===== src/rtl/fc_act_packer.sv =====
// fc_act_packer: ReLU, 4-per-word byte packing into an output FIFO, and per-vector argmax.
module fc_act_packer #(
  parameter int FIFO_DEPTH = 8
) (
  input  logic              clk,
  input  logic              rst_n,
  input  logic              relu_en_i,
  input  logic              clr_i,
  input  logic              fc_valid_i,
  input  logic              last_i,
  input  logic signed [7:0] fc_result_i,
  output logic              out_valid_o,
  input  logic              out_ready_i,
  output logic [31:0]       out_data_o,
  output logic              out_last_o,
  output logic [2:0]        out_bytes_o,
  output logic              done_o,
  output logic [6:0]        argmax_o,
  output logic [7:0]        max_o,
  output logic              overflow_o
);
  localparam int AW = $clog2(FIFO_DEPTH);
  typedef enum logic {S_IDLE, S_VEC} state_t;
  state_t state_q, state_d;
  logic relu_q, done_q, ovf_q;
  logic [1:0] bcnt_q;
  logic [31:0] word_q;
  logic [6:0] idx_q, run_idx_q, argmax_q;
  logic signed [7:0] run_max_q, max_q;
  logic [35:0] mem [FIFO_DEPTH];
  logic [AW:0] wptr_q, rptr_q;
  logic first, relu, push, upd, empty, full, pop, wr;
  logic [7:0] act;
  logic signed [7:0] nmax;
  logic [6:0] idx, nidx;
  logic [31:0] wdata;
  logic [35:0] head;
  always_comb begin
    state_d = state_q;
    if (fc_valid_i) state_d = last_i ? S_IDLE : S_VEC;
  end
  always_comb begin
    first = state_q == S_IDLE;
    relu  = first ? relu_en_i : relu_q;
    act   = (relu && fc_result_i[7]) ? 8'h00 : fc_result_i;
    idx   = first ? 7'd0 : idx_q;
    wdata = word_q | (32'(act) << {bcnt_q, 3'b000});
    push  = fc_valid_i && (bcnt_q == 2'd3 || last_i);
    upd   = first || (fc_result_i > run_max_q);
    nmax  = upd ? fc_result_i : run_max_q;
    nidx  = upd ? idx : run_idx_q;
    empty = wptr_q == rptr_q;
    full  = (wptr_q[AW] != rptr_q[AW]) && (wptr_q[AW-1:0] == rptr_q[AW-1:0]);
    pop   = !empty && out_ready_i;
    wr    = push && (!full || pop);
    head  = mem[rptr_q[AW-1:0]];
  end
  always_ff @(posedge clk) begin
    if (!rst_n) begin
      state_q   <= S_IDLE;
      relu_q    <= 1'b0;
      done_q    <= 1'b0;
      ovf_q     <= 1'b0;
      bcnt_q    <= '0;
      word_q    <= '0;
      idx_q     <= '0;
      run_idx_q <= '0;
      argmax_q  <= '0;
      run_max_q <= 8'sh80;
      max_q     <= 8'sh80;
      wptr_q    <= '0;
      rptr_q    <= '0;
    end else begin
      state_q <= state_d;
      done_q  <= fc_valid_i && last_i;
      if (fc_valid_i) begin
        relu_q    <= relu;
        idx_q     <= idx + 7'd1;
        run_max_q <= nmax;
        run_idx_q <= nidx;
        bcnt_q    <= push ? 2'd0 : bcnt_q + 2'd1;
        word_q    <= push ? 32'd0 : wdata;
        if (last_i) begin
          max_q    <= nmax;
          argmax_q <= nidx;
        end
      end
      wptr_q <= wptr_q + (AW+1)'(wr);
      rptr_q <= rptr_q + (AW+1)'(pop);
      // A fresh drop beats a simultaneous clear
      ovf_q  <= (push && full && !pop) || (ovf_q && !clr_i);
    end
  end
  always_ff @(posedge clk) begin
    if (wr) mem[wptr_q[AW-1:0]] <= {wdata, last_i, {1'b0, bcnt_q} + 3'd1};
  end
  assign out_valid_o = !empty;
  assign out_data_o  = head[35:4];
  assign out_last_o  = !empty && head[3];
  assign out_bytes_o = empty ? 3'd0 : head[2:0];
  assign done_o      = done_q;
  assign argmax_o    = argmax_q;
  assign max_o       = max_q;
  assign overflow_o  = ovf_q;
endmodule


===== config.mk =====
export PLATFORM = sky130hd
export DESIGN_NAME = fc_act_packer
export DESIGN_NICKNAME = d
export VERILOG_FILES = /design/src/rtl/fc_act_packer.sv
export SDC_FILE = /design/constraint.sdc
export NUM_CORES = 1
export LEC_CHECK = 0
export ABC_AREA = 1
export BUFFER_PORTS_ARGS = -buffer_cell sky130_fd_sc_hd__buf_4
export CORE_UTILIZATION = 60
export DETAILED_ROUTE_END_ITERATION = 16
export GPL_ROUTABILITY_DRIVEN = 0
export PLACE_DENSITY_LB_ADDON = 0.15
export SETUP_SLACK_MARGIN = 0.05
export SLEW_MARGIN = 5
export SYNTH_ARGS = -nofsm -noshare
export SYNTH_HDL_FRONTEND = slang
export SYNTH_SLANG_ARGS = --single-unit

===== constraint.sdc =====
create_clock -name clk -period 3.98 [get_ports clk]
set_input_delay 0.199 -clock clk [delete_from_list [all_inputs] [get_ports clk]]
set_output_delay 0.199 -clock clk [all_outputs]
set_load 0.1 [all_outputs]

== Yosys cells after proc, flatten, opt, wreduce, memory -nomap -nowiden ==
Memory sizes are Yosys's and may differ from the RTL's. A register that Yosys moved wholly into a read port is not among the register bits.
Index checks and enable logic that the tools add are counted.

* Memory bits (writable): 288
* Flip-flop bits (word level): 83
* Output and inout port bits: 54
* Bits of input ports: 15
* Word-level logic and storage cells: 58
* Memories: 1

* Muxes and demuxes: 12
* Bitwise logic cells: 2
* $add $sub $neg: 5
* Reduce and logical (&&, ||, !) cells: 19
* Order comparisons: 1
* Eq/ne operators: 4
* Shift operators: 1

{| class="wikitable"
|+ Memory list
! memory !! depth !! width !! read ports !! clocked after Yosys merged registers in !! write ports !! line !! text
|-
| mem || 8 || 36 || 1 || 1 || 1 || 30 || <nowiki>logic [35:0] mem [FIFO_DEPTH];</nowiki>
|}

{| class="wikitable"
|+ Operator list
! kind !! count
|-
| 32-bit two-way mux || 1
|-
| 32-bit OR || 1
|-
| 8-bit by 5-bit << shifter with 32-bit output || 1
|-
| 8-bit two-way mux || 2
|-
| 7-bit two-way mux || 2
|-
| 1-bit logical AND || 10
|-
| 4-bit by 1-bit adder with 4-bit output || 2
|-
| 8-bit greater-than comparator || 1
|-
| 7-bit by 1-bit adder with 7-bit output, second input constant || 1
|-
| 3-bit two-way mux || 2
|-
| 4-bit equality test || 1
|-
| 1-bit zero test || 4
|-
| 1-bit logical OR || 4
|-
| 1-bit two-way mux || 4
|-
| 2-bit by 1-bit adder with 3-bit output, second input constant || 1
|-
| 3-bit equality test || 1
|-
| 2-bit by 1-bit adder with 2-bit output, second input constant || 1
|-
| 2-bit equality test, second input constant || 1
|-
| 2-bit two-way mux || 1
|-
| 2-bit AND reduction || 1
|-
| 1-bit inequality test || 1
|-
| 1-bit inverter || 1
|}

== Longest topological paths before layout ==
Gate-level depths: netlist (run 1).

* Word-level depth: 7
* Depth in mapped cells: 16
* Mapped depth without buffers: 16

== Worst setup path after synthesis (run 1) ==
No wires, ideal clock.

* Path type: register to output
* Start: register rptr_q[0]
* End: output out_bytes_o[0]
* Path buffers: 1
* Required time: 3781 ps
* Stages on the path, launching flop included: 8
* Arrival time: 3195 ps
* Slack: 586 ps
* Path through: dfxtp_1 -> buf_2 -> nand2_1 -> nand4_1 -> nor2_1 -> nand2_1 -> o21ai_0 -> a31oi_1

* Cells in the longest elaborated chain, start to end: 2

{| class="wikitable"
|+ RTL lines
! what !! line !! text
|-
| start, declared || 31 || <nowiki>logic [AW:0] wptr_q, rptr_q;</nowiki>
|-
| start signal, assigned || 89 || <nowiki>rptr_q <= rptr_q + (AW+1)'(pop);</nowiki>
|-
| 4-bit equality test || 52 || <nowiki>empty = wptr_q == rptr_q;</nowiki>
|-
| 3-bit two-way mux || 100 || <nowiki>assign out_bytes_o = empty ? 3'd0 : head[2:0];</nowiki>
|-
| end, declared || 16 || <nowiki>output logic [2:0] out_bytes_o,</nowiki>
|}

No other way between the ends.

==> flow_summary.yaml, run 1 <==
setup_path:
  worstPathRequired_ps: 3780
  crit_fanout: 51
  worstSetupPathType: "register to output port"
  reg2reg_from: "bcnt_q[0]$_SDFFE_PN0P_"
  r2r_end: "mem[3][24]$_DFFE_PP_"
  start_kind: "register"
  arrival_ps: 3090
  reg2reg_depth: 8
  r2r_setup_slack_ps: 920
  cp-end-kind: "output port"
final_layout:
  seqCellArea_um2: 10300
  area_growth_pct: 13.1
  drive_gt1_share_pct: 14.9
  final_cell_count_no_fill: 1775
  stdcell_area_um2: 17300
  multi_input_area_um2: 4470
  fin_util_pct: 69.1
  fillers: 1851
  antennaDiodeCount: 0
  final_nets: 1447
floorplan:
  chipWidth_um: 162
  num_rows: 58
  ios: 69
  die_h_um: 162
  start_util_pct: 61.1
  die_area_um2: 26200
  core_um2: 25100
synth:
  ys_async_sr_fraction_pct: 0
  syn_inst: 1366
  synth_edf_count: 288
  yosysSeqAreaShare_pct: 67.2
  synth.distinct_cells: 42
  synth_seq_cells: 371
  syn_area_um2: 15300
  synth_warnings: 0
  synth_top_cell_by_area: "edfxtp_1"
  ys.flop_type: "edfxtp_1"
  synth.avg_cell_area_um2: 11.2
  synth_top_area_share_pct: 56.4
  synthTopCellsByArea: "edfxtp_1, dfxtp_1, nor2_1"
  syn_nets: 1395
placed_design:
  port_buffers: 68
  hpwl_um: 19200
  place_area_um2: 16100
  dp_cells: 1704
  preCtsSetupSlack_ps: 905
global_route:
  grt_overflow: 0
  grt_pass1_vias: 9873
  antenna_found_initial: 0
  grt_first_pass_wirelength_um: 53700
  grt_max_degree: 72
  track_usage_pct: 26.3
clocking:
  htree_num_levels: 2
  clkSlewWorstSetupHoldPaths_ps: 60
  cts_buffer_depth: 3
  cts.repair.resized: 0
  cts_root_buffer: "clkbuf_16"
  clk_latency_ps: 530
  cts.sinks: 371
  cts_inserted_buffers: 38
  tritoncts: "done"
detailed_routing:
  vias: 10270
  drt.antenna.violating_nets: 0
  wl_per_cell_um: 19.0
  routed_via_density: 5.79
  drc: 0
  drtIter0Drc: 961
  dr.pass1.iters: 5
  finalWirelength_um: 33700
timing:
  slew_violations: 0
  maxSlewHeadroom_pct: 30.4
  fin_crit_sh_pct: 82.6
  rsz0062_at_grt: "no"
  setup_viol: 0
  fin_tns_setup_ps: 0
  setup_ws_ps: 691
  fin_skew_ps: 17.3
  worst_slew_pin_slew_ps: 1040
  period_minus_slack_ps: 3290
  hold_ws_ps: 46.9
  hold_violations: 0
  fmax_mhz: 304
worst_hold_path:
  min_to: "run_max_q[1]$_SDFFE_PN0P_"
  hold_path.startpoint: "fc_result_i[1]"
  min_path_cells: 5
  hp-class: "input port to register"
job:
  cap_violations: 0
power_and_ir_drop:
  totalPowerFinal_mw: 9.24
  p_per_area_nw_per_um2: 533
  leakagePower_nw: 6.47
  peakVddDrop_mv: 0.538
outcome:
  run_status: "finished, final reports clean"
[layout by cell type, fill, tap and decap left out, types with 2 or more instances in the layout]
cell type	instances
nand4_1	8
dfxtp_1	81
dlygate4sd3_1	4
clkbuf_16	41
inv_1	60
o21bai_2	20
buf_4	86
a211oi_1	2
nor3_1	7
nor4_1	2
a21oi_1	21
nand3_1	30
xor2_1	4
nor2_1	313
a31oi_1	36
nand2_2	2
nor2_4	9
nand3_4	2
buf_12	2
inv_2	2
o21bai_1	8
nand3_2	19
a21boi_0	2
o21ai_0	151
nor3b_2	21
ha_1	14
nand2_1	128
clkinv_1	7
clkbuf_1	13
o22ai_1	36
edfxtp_1	288
nor3b_1	7
xnor2_1	3
clkinv_2	4
[per-layer routing]
layer | up-vias | global-route usage [%] | part of all wire [%]
li1 | 4888 | - | -
met1 | 4982 | 37.2 | 44
met2 | 354 | 43.4 | 48
met3 | 46 | 3.40 | 5.9
met4 | 0 | 6.82 | 1.7
met5 | - | 0 | 0
[critical path, stage by stage, from the launching register on]
cell,delay (ps)
dfxtp_4,400
clkinv_2,370
buf_4,520
o21ai_0,170
o22ai_1,210
nor2_1,60
a31oi_1,410
buf_4,380
[final cells by class]
class	instances	area share, %
Clock buffer	55	6.28
Clock inverter	12	0.483
Inverter	64	1.39
Multi-Input combinational cell	851	25.8
Sequential cell	371	59.5
Tap cell	330	2.38
Timing Repair Buffer	92	4.19
[cells by family (layout without fill, tap and decap cells)]
| group | count (synthesis) | in the layout | share of synthesized area (%) |
|---|---|---|---|
| mux | 1 | 1 | 0.0653 |
| xor+xnor | 7 | 7 | 0.400 |
| buf+inv | 144 | 223 | 3.97 |
| fa+ha+maj | 14 | 14 | 1.14 |
| compound gates | 279 | 279 | 10.8 |
| flops | 371 | 371 | 67.2 |
| simple gates | 550 | 550 | 16.4 |
[power by group]
part           switching [mW]  leakage [nW]  total [mW]  internal [mW]
Clock                    1.40         0.568        3.37           1.96
Combinational            1.26          2.64        1.59          0.337
Sequential             0.0356          3.27        4.28           4.24
[worst max-delay path by stage]
stage | cells after the start | end | slack, ps | start
floorplan | 7 | out_bytes_o[0] | 590 | rptr_q[0]$_SDFF_PN0_
global placement | 8 | mem[2][21]$_DFFE_PP_ | 1000 | bcnt_q[0]$_SDFFE_PN0P_
detailed placement | 8 | mem[3][21]$_DFFE_PP_ | 910 | bcnt_q[0]$_SDFFE_PN0P_
CTS | 6 | out_data_o[2] | 740 | rptr_q[1]$_SDFF_PN0_
global route | 7 | out_data_o[4] | 610 | rptr_q[0]$_SDFF_PN0_
finish | 7 | out_data_o[4] | 690 | rptr_q[0]$_SDFF_PN0_
[registers in the layout, summed over array words and instances, names as in the netlist, 2 cells and up]
signal and flops:
argmax_o 7, bcnt_q 2, idx_q 7, max_o 8, mem 288, rptr_q 4
run_idx_q 7, run_max_q 8, word_q 32, wptr_q 4
[cells in the mapped netlist (3+ instances only)]
cell type,count
edfxtp_1,288
inv_2,3
clkbuf_1,47
a21oi_1,21
buf_1,11
o21ai_0,151
inv_1,60
nand3_1,30
xnor2_1,3
o22ai_1,36
nand2_1,128
buf_2,16
nand4_1,8
nor3b_2,21
nand3_2,19
dfxtp_1,83
nor3_1,7
a31oi_1,36
nor3b_1,7
o21bai_1,8
o21bai_2,20
nor2_1,321
xor2_1,4
ha_1,14
[what timing repair did]
action	in CTS	in global routing
hold buffers	4	0
buffers inserted	0	0
endpoints found under the hold margin	16	0
No activity file was read; power rests on OpenSTA's default activity.
==> run 2: changes to the inputs <==
- ABC_AREA: 1 -> 0
- clock period: 3.98 -> 3.3 ns (I/O delays scaled with it)
==> run 2 against run 1 <==
  * Hold slack lost 31 ps
  * Register-to-register slack lost 340 ps
  * Worst setup slack lost 140 ps
  * Global-route usage shrank 1.9 points
  * Area after synthesis shrank 3.3%
  * Critical endpoint is now out_bytes_o[2]
==> flow_summary.yaml, run 2 <==
outcome:
  run_status: "finished, final reports clean"
clocking:
  cts_root_buffer: "clkbuf_16"
  clk_latency_ps: 520
  cts_buffer_depth: 3
  cts_setup_buffers: 0
  cts.repair.resized: 0
  hold_buffers: 5
  cts.sinks: 371
  clkSlewWorstSetupHoldPaths_ps: 60
  tritoncts: "done"
  htree_num_levels: 2
  cts_inserted_buffers: 37
synth:
  synth.avg_cell_area_um2: 16.4
  ys.flop_type: "edfxtp_1"
  ys_async_sr_fraction_pct: 0
  synthTopCellsByArea: "edfxtp_1, dfxtp_1, mux4_2"
  synth_edf_count: 288
  yosysMostFrequentCell: "edfxtp_1"
  synth_top_cell_by_area: "edfxtp_1"
  synth_seq_cells: 371
  syn_nets: 934
  synth.distinct_cells: 48
  yosysSeqAreaShare_pct: 69.6
  synth_top_area_share_pct: 58.4
  synth_warnings: 0
  syn_area_um2: 14800
  syn_inst: 905
  yosys-top-cells-count: "edfxtp_1, dfxtp_1, mux4_2"
global_route:
  grt_pass1_vias: 8476
  grt_overflow: 0
  grt_max_degree: 75
  antenna_found_initial: 0
  track_usage_pct: 24.5
  grt_first_pass_wirelength_um: 47300
timing:
  hold_ws_ps: 16.2
  fin_skew_ps: 21.1
  slew_violations: 0
  fin_crit_sh_pct: 83.4
  fmax_mhz: 363
  maxSlewHeadroom_pct: 42.0
  hold_violations: 0
  worst_slew_pin_slew_ps: 868
  setup_ws_ps: 549
  period_minus_slack_ps: 2750
  setup_viol: 0
  rsz0062_at_grt: "no"
job:
  cap_violations: 0
setup_path:
  r2r_end: "mem[0][4]$_DFFE_PP_"
  arrival_ps: 2590
  reg2reg_depth: 7
  worstSetupPathType: "register to output port"
  cp-end-kind: "output port"
  cpMaxStageDelayCell: "mux4_2"
  start_kind: "register"
  worstPathRequired_ps: 3130
  crit_fanout: 73
  reg2reg_from: "bcnt_q[1]$_SDFFE_PN0P_"
  critPathMaxStageDelay_ps: 590
  r2r_setup_slack_ps: 580
  worstPathCellList: "buf_12 -> mux4_2 -> mux2i_1 -> nor2_1 -> buf_4"
final_layout:
  final_cell_count_no_fill: 1335
  fillers: 1547
  largest_reg_flops: 288
  antennaDiodeCount: 0
  area_growth_pct: 15.1
  stdcell_area_um2: 17100
  drive_gt1_share_pct: 27.5
  final_nets: 1011
  final_cell_mix: "edfxtp_1, buf_4, dfxtp_1"
  fin_util_pct: 70.3
  layout_commonest_cell: "edfxtp_1"
detailed_routing:
  drtIter0Drc: 649
  routed_via_density: 6.19
  wl_per_cell_um: 22.7
  vias: 8268
  drt.antenna.violating_nets: 0
  finalWirelength_um: 30200
  dr.pass1.iters: 5
  drc: 0
worst_hold_path:
  hold_path.startpoint: "fc_result_i[3]"
  min_path_cells: 3
  hp-class: "input port to register"
  min_to: "run_max_q[3]$_SDFFE_PN0P_"
floorplan:
  die_h_um: 159
  ios: 69
  chipWidth_um: 159
  core_um2: 24200
  start_util_pct: 61.1
  die_area_um2: 25300
  num_rows: 57
power_and_ir_drop:
  leakagePower_nw: 6.00
  peakVddDrop_mv: 0.513
  p_per_area_nw_per_um2: 653
placed_design:
  hpwl_um: 17600
  place_area_um2: 15800
  port_buffers: 68
  preCtsSetupSlack_ps: 561
  dp_cells: 1262
-- run 2: cell count changes after synthesis, sizes merged, moves of 36 or more --
cell	before	now
inv	63	19
nand2	130	48
mux4	0	72
o22ai	36	0
nor2	322	56
o21ai	151	3
-- run 2: layout make-up --
class / instances / area [um^2] / share of cell area [%]
Inverter: 19 / 71.3 / 0.418
Sequential cell: 371 / 10300 / 60.5
Clock inverter: 20 / 184 / 1.08
Tap cell: 324 / 405 / 2.38
Multi-Input combinational cell: 454 / 4230 / 24.8
Timing Repair Buffer: 99 / 781 / 4.58
Clock buffer: 48 / 1060 / 6.22
-- run 2: cell families (layout without fill, tap and decap cells) --
logic type | Yosys count | count (layout) | synth area share, %
XOR/XNOR | 10 | 10 | 0.591
AO/OA/AOI/OAI | 117 | 117 | 5.73
multiplexers | 119 | 119 | 14.4
AND/OR/NAND/NOR | 194 | 194 | 6.38
flip-flops | 371 | 371 | 69.6
adder cells (fa/ha/maj) | 14 | 14 | 1.18
buffers and inverters | 80 | 186 | 2.15
-- run 2: stage by stage --
| step | power [mW] | setup TNS (ps) |
|---|---|---|
| floorplan | 6.67 | -107480 |
| global placement | 6.99 | 0 |
| detailed placement | 7.02 | 0 |
| CTS | 11.2 | 0 |
| global route | 11.5 | 0 |
| finish | 11.1 | 0 |
-- run 2: worst max-delay path by stage --
stage                     slack, ps                   end                    from
final                           550        out_bytes_o[2]    rptr_q[0]$_SDFF_PN0_
after detailed placement        560   mem[0][5]$_DFFE_PP_  bcnt_q[1]$_SDFFE_PN0P_
after global routing            340   mem[0][4]$_DFFE_PP_  bcnt_q[1]$_SDFFE_PN0P_
after floorplan               -1080   mem[5][0]$_DFFE_PP_  bcnt_q[1]$_SDFFE_PN0P_
after CTS                       500        out_bytes_o[0]    rptr_q[0]$_SDFF_PN0_
after global placement          740  mem[0][16]$_DFFE_PP_  bcnt_q[1]$_SDFFE_PN0P_
-- run 2: where the power goes --
| part | internal (mW) | leakage, nW | total [mW] | switching (mW) |
|---|---|---|---|---|
| logic | 0.534 | 2.04 | 1.77 | 1.24 |
| clock network | 2.51 | 0.615 | 4.21 | 1.70 |
| registers | 5.11 | 3.35 | 5.15 | 0.0418 |
| total | 8.16 | 6.00 | 11.1 | 2.98 |
-- run 2: per-layer routing --
metal  vias up  part of all wire, %  GRT usage, %
met5         -                    0             0
met4         0                  1.8          6.73
met3        46                  5.8          3.72
met2       294                   52          42.9
met1      4222                   41          32.1
li1       3706                    -             -
-- run 2: critical path: cells and delay by family, from the launching register on --
kind / cells / cell delay [ps]
DFF: 1 / 370
muxes: 2 / 860
buffers and inverters: 2 / 670
and+or+nand+nor: 1 / 80
